==> src/rtl/inst_sram_axi_rd_bridge_pkg.sv <==
// Shared AXI3 read-channel constants and types for the instruction fetch bridge.
// Widths and encodings match the core-side SRAM-like fetch interface.
package inst_sram_axi_rd_bridge_pkg;

    localparam int ADDR_W = 32;
    localparam int DATA_W = 32;
    localparam int ID_W   = 4;

    localparam logic [1:0] BURST_FIXED = 2'b00;
    localparam logic [1:0] BURST_INCR  = 2'b01;

    localparam logic [2:0] SIZE_BYTE = 3'b000;
    localparam logic [2:0] SIZE_HALF = 3'b001;
    localparam logic [2:0] SIZE_WORD = 3'b010;

    localparam logic [1:0] RESP_OKAY   = 2'b00;
    localparam logic [1:0] RESP_SLVERR = 2'b10;

    typedef enum logic {
        AR_IDLE = 1'b0,
        AR_BUSY = 1'b1
    } ar_state_t;

    // Counter must hold every value 0..n inclusive.
    function automatic int cnt_width(input int n);
        return (n < 2) ? 1 : $clog2(n + 1);
    endfunction

endpackage

==> src/rtl/inst_sram_axi_rd_bridge.sv <==
// Instruction-fetch SRAM-like to AXI3 single-beat read bridge, in-order, single ID.
// Optional R-channel protocol checker enabled by INST_RD_BRIDGE_CHK_EN.
module inst_sram_axi_rd_bridge
    import inst_sram_axi_rd_bridge_pkg::*;
#(
    parameter int         OUTSTANDING = 2,
    parameter logic [3:0] ARID_VAL    = 4'd0
) (
    input  logic              clk,
    input  logic              reset,

    input  logic              inst_sram_req,
    input  logic              inst_sram_wr,
    input  logic [1:0]        inst_sram_size,
    input  logic [3:0]        inst_sram_wstrb,
    input  logic [ADDR_W-1:0] inst_sram_addr,
    input  logic [DATA_W-1:0] inst_sram_wdata,
    output logic              inst_sram_addr_ok,
    output logic              inst_sram_data_ok,
    output logic [DATA_W-1:0] inst_sram_rdata,

    output logic [ID_W-1:0]   arid,
    output logic [ADDR_W-1:0] araddr,
    output logic [7:0]        arlen,
    output logic [2:0]        arsize,
    output logic [1:0]        arburst,
    output logic [1:0]        arlock,
    output logic [3:0]        arcache,
    output logic [2:0]        arprot,
    output logic              arvalid,
    input  logic              arready,

    input  logic [ID_W-1:0]   rid,
    input  logic [DATA_W-1:0] rdata,
    input  logic [1:0]        rresp,
    input  logic              rlast,
    input  logic              rvalid,
    output logic              rready,

    output logic              rd_err
);

    localparam int CW = cnt_width(OUTSTANDING);
    localparam logic [CW-1:0] CNT_MAX = CW'(OUTSTANDING);

    ar_state_t         state;
    ar_state_t         state_nxt;
    logic [CW-1:0]     cnt;
    logic              addr_ok;
    logic              beat;
    logic              rready_q;
    logic              data_ok_q;
    logic [DATA_W-1:0] rdata_q;

    assign arid    = ARID_VAL;
    assign arlen   = 8'd0;
    assign arburst = BURST_INCR;
    assign arlock  = 2'b00;
    assign arcache = 4'b0000;
    assign arprot  = 3'b000;

    assign arvalid           = (state == AR_BUSY);
    assign rready            = rready_q;
    assign inst_sram_addr_ok = addr_ok;
    assign inst_sram_data_ok = data_ok_q;
    assign inst_sram_rdata   = rdata_q;

    assign beat = rvalid & rready_q;

    always_ff @(posedge clk) begin
        if (reset) begin
            state <= AR_IDLE;
        end else begin
            state <= state_nxt;
        end
    end

    // Only one AR may be pending, so acceptance requires the FSM to be idle.
    always_comb begin
        state_nxt = state;
        addr_ok   = 1'b0;
        unique case (state)
            AR_IDLE: begin
                addr_ok = inst_sram_req & ~inst_sram_wr & (cnt < CNT_MAX);
                if (addr_ok) begin
                    state_nxt = AR_BUSY;
                end
            end
            AR_BUSY: begin
                if (arready) begin
                    state_nxt = AR_IDLE;
                end
            end
            default: state_nxt = AR_IDLE;
        endcase
    end

    always_ff @(posedge clk) begin
        if (reset) begin
            araddr    <= '0;
            arsize    <= 3'b000;
            rready_q  <= 1'b0;
            data_ok_q <= 1'b0;
            rdata_q   <= '0;
            cnt       <= '0;
        end else begin
            rready_q  <= 1'b1;
            data_ok_q <= beat;
            if (addr_ok) begin
                araddr <= inst_sram_addr;
                arsize <= {1'b0, inst_sram_size};
            end
            if (beat) begin
                rdata_q <= rdata;
            end
            // A fetch stays counted until its data_ok pulse has been shown.
            unique case ({addr_ok, data_ok_q})
                2'b10:   cnt <= cnt + 1'b1;
                2'b01:   cnt <= cnt - 1'b1;
                default: cnt <= cnt;
            endcase
        end
    end

`ifdef INST_RD_BRIDGE_CHK_EN
    logic err_q;
    logic bad_beat;

    assign bad_beat = (rresp != RESP_OKAY)
                    | (rid != ARID_VAL)
                    | ~rlast
                    | (cnt == '0);

    always_ff @(posedge clk) begin
        if (reset) begin
            err_q <= 1'b0;
        end else if (beat & bad_beat) begin
            err_q <= 1'b1;
        end
    end

    assign rd_err = err_q;
`else
    assign rd_err = 1'b0;
`endif

    logic unused_inputs;
    assign unused_inputs = ^{inst_sram_wstrb, inst_sram_wdata,
                             rid, rresp, rlast};

endmodule

==> config.mk <==
export PLATFORM = sky130hd
export DESIGN_NAME = inst_sram_axi_rd_bridge
export DESIGN_NICKNAME = d
export VERILOG_FILES = /design/src/rtl/inst_sram_axi_rd_bridge_pkg.sv /design/src/rtl/inst_sram_axi_rd_bridge.sv
export SDC_FILE = /design/constraint.sdc
export NUM_CORES = 1
export LEC_CHECK = 0
export BUFFER_PORTS_ARGS = -buffer_cell sky130_fd_sc_hd__buf_2
export CORE_ASPECT_RATIO = 1.5
export CORE_MARGIN = 2
export CORE_UTILIZATION = 39
export DETAILED_ROUTE_END_ITERATION = 8
export PLACE_DENSITY = 0.91
export SYNTH_ARGS = -nofsm -noshare
export SYNTH_HDL_FRONTEND = slang
export SYNTH_SLANG_ARGS = --single-unit
==> constraint.sdc <==
create_clock -name clk -period 2.62 [get_ports clk]
set_input_delay 0.262 -clock clk [delete_from_list [all_inputs] [get_ports clk]]
set_output_delay 0.262 -clock clk [all_outputs]
set_load 0.005 [all_outputs]
==> metrics <==
largest net degree at the start of global routing 72; HP Start rdata[1]; drc violations 0; Pre-Repair DR Iteration Count 4; port bufs 141; Hold EP inst_sram_rdata[1]; initial antenna violation count 0; setup_tns 0 ns; total global-route track usage between 10% and 20%; routed vias/inst 4.59; CTS sink cnt a little over 70; fmax 465 MHz; R2R Path Start cnt[1]; clock buffer depth 2; Core Rows 36; most frequent cells in the layout buf_2 (141), nand2_1 (133), dfxtp_1 (71), a21oi_1 (68), conb_1 (25); Hold Crit Class in2reg; VDD IR max around 0.28 mV; CTS tree done; nets between 500 and 600; CTS Buf Count 9; synthesized area ~2700 µm²; Final Cycle Share 82.1%; crit path time final roughly 2.1 ns; Setup violations, final 0; GRT overflow 0; vias in the first global route 2363; #FFs+latches synth 71; leading cell type in the layout, fill and taps excluded buf_2; area delta synth->final 30.0%; Iter 0 DRT Violations between 60 and 70; Worst Setup End Kind output pin; CP arrival roughly 1.9 ns; Via Count 2504; share of cells above drive strength 1 33.4%; CTS-repair resized insts 0; cell count after synthesis roughly 330; Yosys warnings 0; Post-CTS Setup Inserts 0; post-DR wirelength/cell 11.1 µm; worst endpoint required time around 2.4 ns; FILL cells 634; PD cells ~630 nW/µm²; root buf cell clkbuf_8; Final Core Density about 53%; synth unique cells 20; first-pass GRT wire length roughly 10000 µm; RR Endpoint cnt[1]; Worst Setup Start Kind register; # diodes 0; latest clock arrival within the worst-skew pair between 0.3 and 0.4 ns; I/O pin count between 200 and 250; worst hold stages 3; Die X-Extent between 70 and 80 µm; R2R Setup Slk approximately 0.86 ns; RSZ-0062 raised after global routing no; core area 6530 µm²; post-synthesis sequential area ratio approximately 54%; Post-DRT Antenna Nets 0; Die ar. 7500 µm²; status finished, final reports clean; Slew Limit Fails 0; final wirelength a little over 6000 µm; initial core utilization between 40 and 50%; skew final roughly 0.0051 ns; Pleak approximately 1.7 nW; max cap viols 0; H-tree levels 3; Hold Vio Cnt, Final 0; CTS Hold Bufs 0; Die Ht about 110 µm; Worst Setup Path Type reg2out; Detailed Place HPWL between 4000 and 5000 µm; Reg2Reg Depth 4; CP Max Fanout 36; routability cong. just over 0.7; clock-pin slew on the worst setup and hold paths roughly 0.070 ns; mean area per synthesized cell ~8 µm²
kinds of logic after synthesis:
logic type                 share of synthesized area [%]
buffers and inverters                               11.9
AOI/OAI and AO/OA                                   13.0
adders and majority gates                          0.471
DFF                                                 53.5
and+or+nand+nor                                     20.2
other                                              0.283
xor gates and xnor gates                           0.660
how the worst max path moves through the flow:
stage,from,end,slack [ns]
finish,cnt[1],inst_sram_addr_ok,0.47
global route,cnt[1],inst_sram_addr_ok,0.37
global placement,inst_sram_wr,inst_sram_addr_ok,0.82
detailed placement,inst_sram_wr,inst_sram_addr_ok,0.81
CTS,cnt[1],inst_sram_addr_ok,0.43
floorplan,arvalid,cnt[1],0.63
sequential cells by signal, indices dropped and copies added, names as in the netlist:
register	cells
rready	1
inst_sram_rdata	32
araddr	32
arsize	2
inst_sram_data_ok	1
cnt	2
arvalid	1
Yosys cell counts:
library cell	number	area share [%]
a21oi_1	68	13
and2_1	1	0.24
buf_1	1	0.14
buf_2	3	0.57
buf_4	25	7.1
buf_6	4	1.7
clkbuf_1	14	2.0
clkinv_4	1	0.33
conb_1	2	0.28
dfxtp_1	71	54
ha_1	1	0.47
inv_1	1	0.14
nand2_1	133	19
nand2b_1	1	0.24
nor2_1	2	0.28
o21ai_0	1	0.19
or3_1	1	0.24
or4b_1	1	0.38
xnor2_1	1	0.33
xor2_1	1	0.33
final cells by class:
cell class | count | area (µm²) | area share (%)
well taps | 76 | 95.1 | 2.75
clock buffers | 16 | 170 | 4.93
multi-input cells | 236 | 1000 | 29.1
repair buffers | 145 | 748 | 21.7
flip-flops and latches | 71 | 1420 | 41.2
inverters | 2 | 12.5 | 0.362
critical path, stage by stage, from the launching register on:
cell and delay, ns:
dfxtp_1 0.32, or4b_1 0.55, buf_4 0.27, clkinv_4 0.24, buf_2 0.16
per-layer routing:
layer / part of all wire [%] / vias up / global-route usage, %
met4: 2.6 / 0 / 8.89
met5: 0 / - / 0
li1: - / 1269 / -
met1: 37 / 1090 / 16.2
met3: 9.9 / 13 / 4.24
met2: 50 / 132 / 30.8
where the power goes:
part | internal (W) | switching, W | leakage [nW]
sequential | 0.00114 | 0.0000259 | 0.580
combinational | 0.000117 | 0.000139 | 1.01
clock | 0.000398 | 0.000366 | 0.0850
total | 0.00165 | 0.000531 | 1.68
through the flow:
stage	hold WS, ns	worst slack, ns	total power, W	cell area (µm²)	std cells
2_1_floorplan	0.398	0.634	0.00135	2740	356
3_3_place_gp	0.438	0.820	0.00144	3280	530
3_5_place_dp	0.444	0.806	0.00145	3280	530
4_1_cts	0.140	0.433	0.00222	3450	546
5_1_grt	0.145	0.369	0.00230	3450	546
6_report	0.159	0.470	0.00218	3450	546
(Power assumes the default switching activity.)
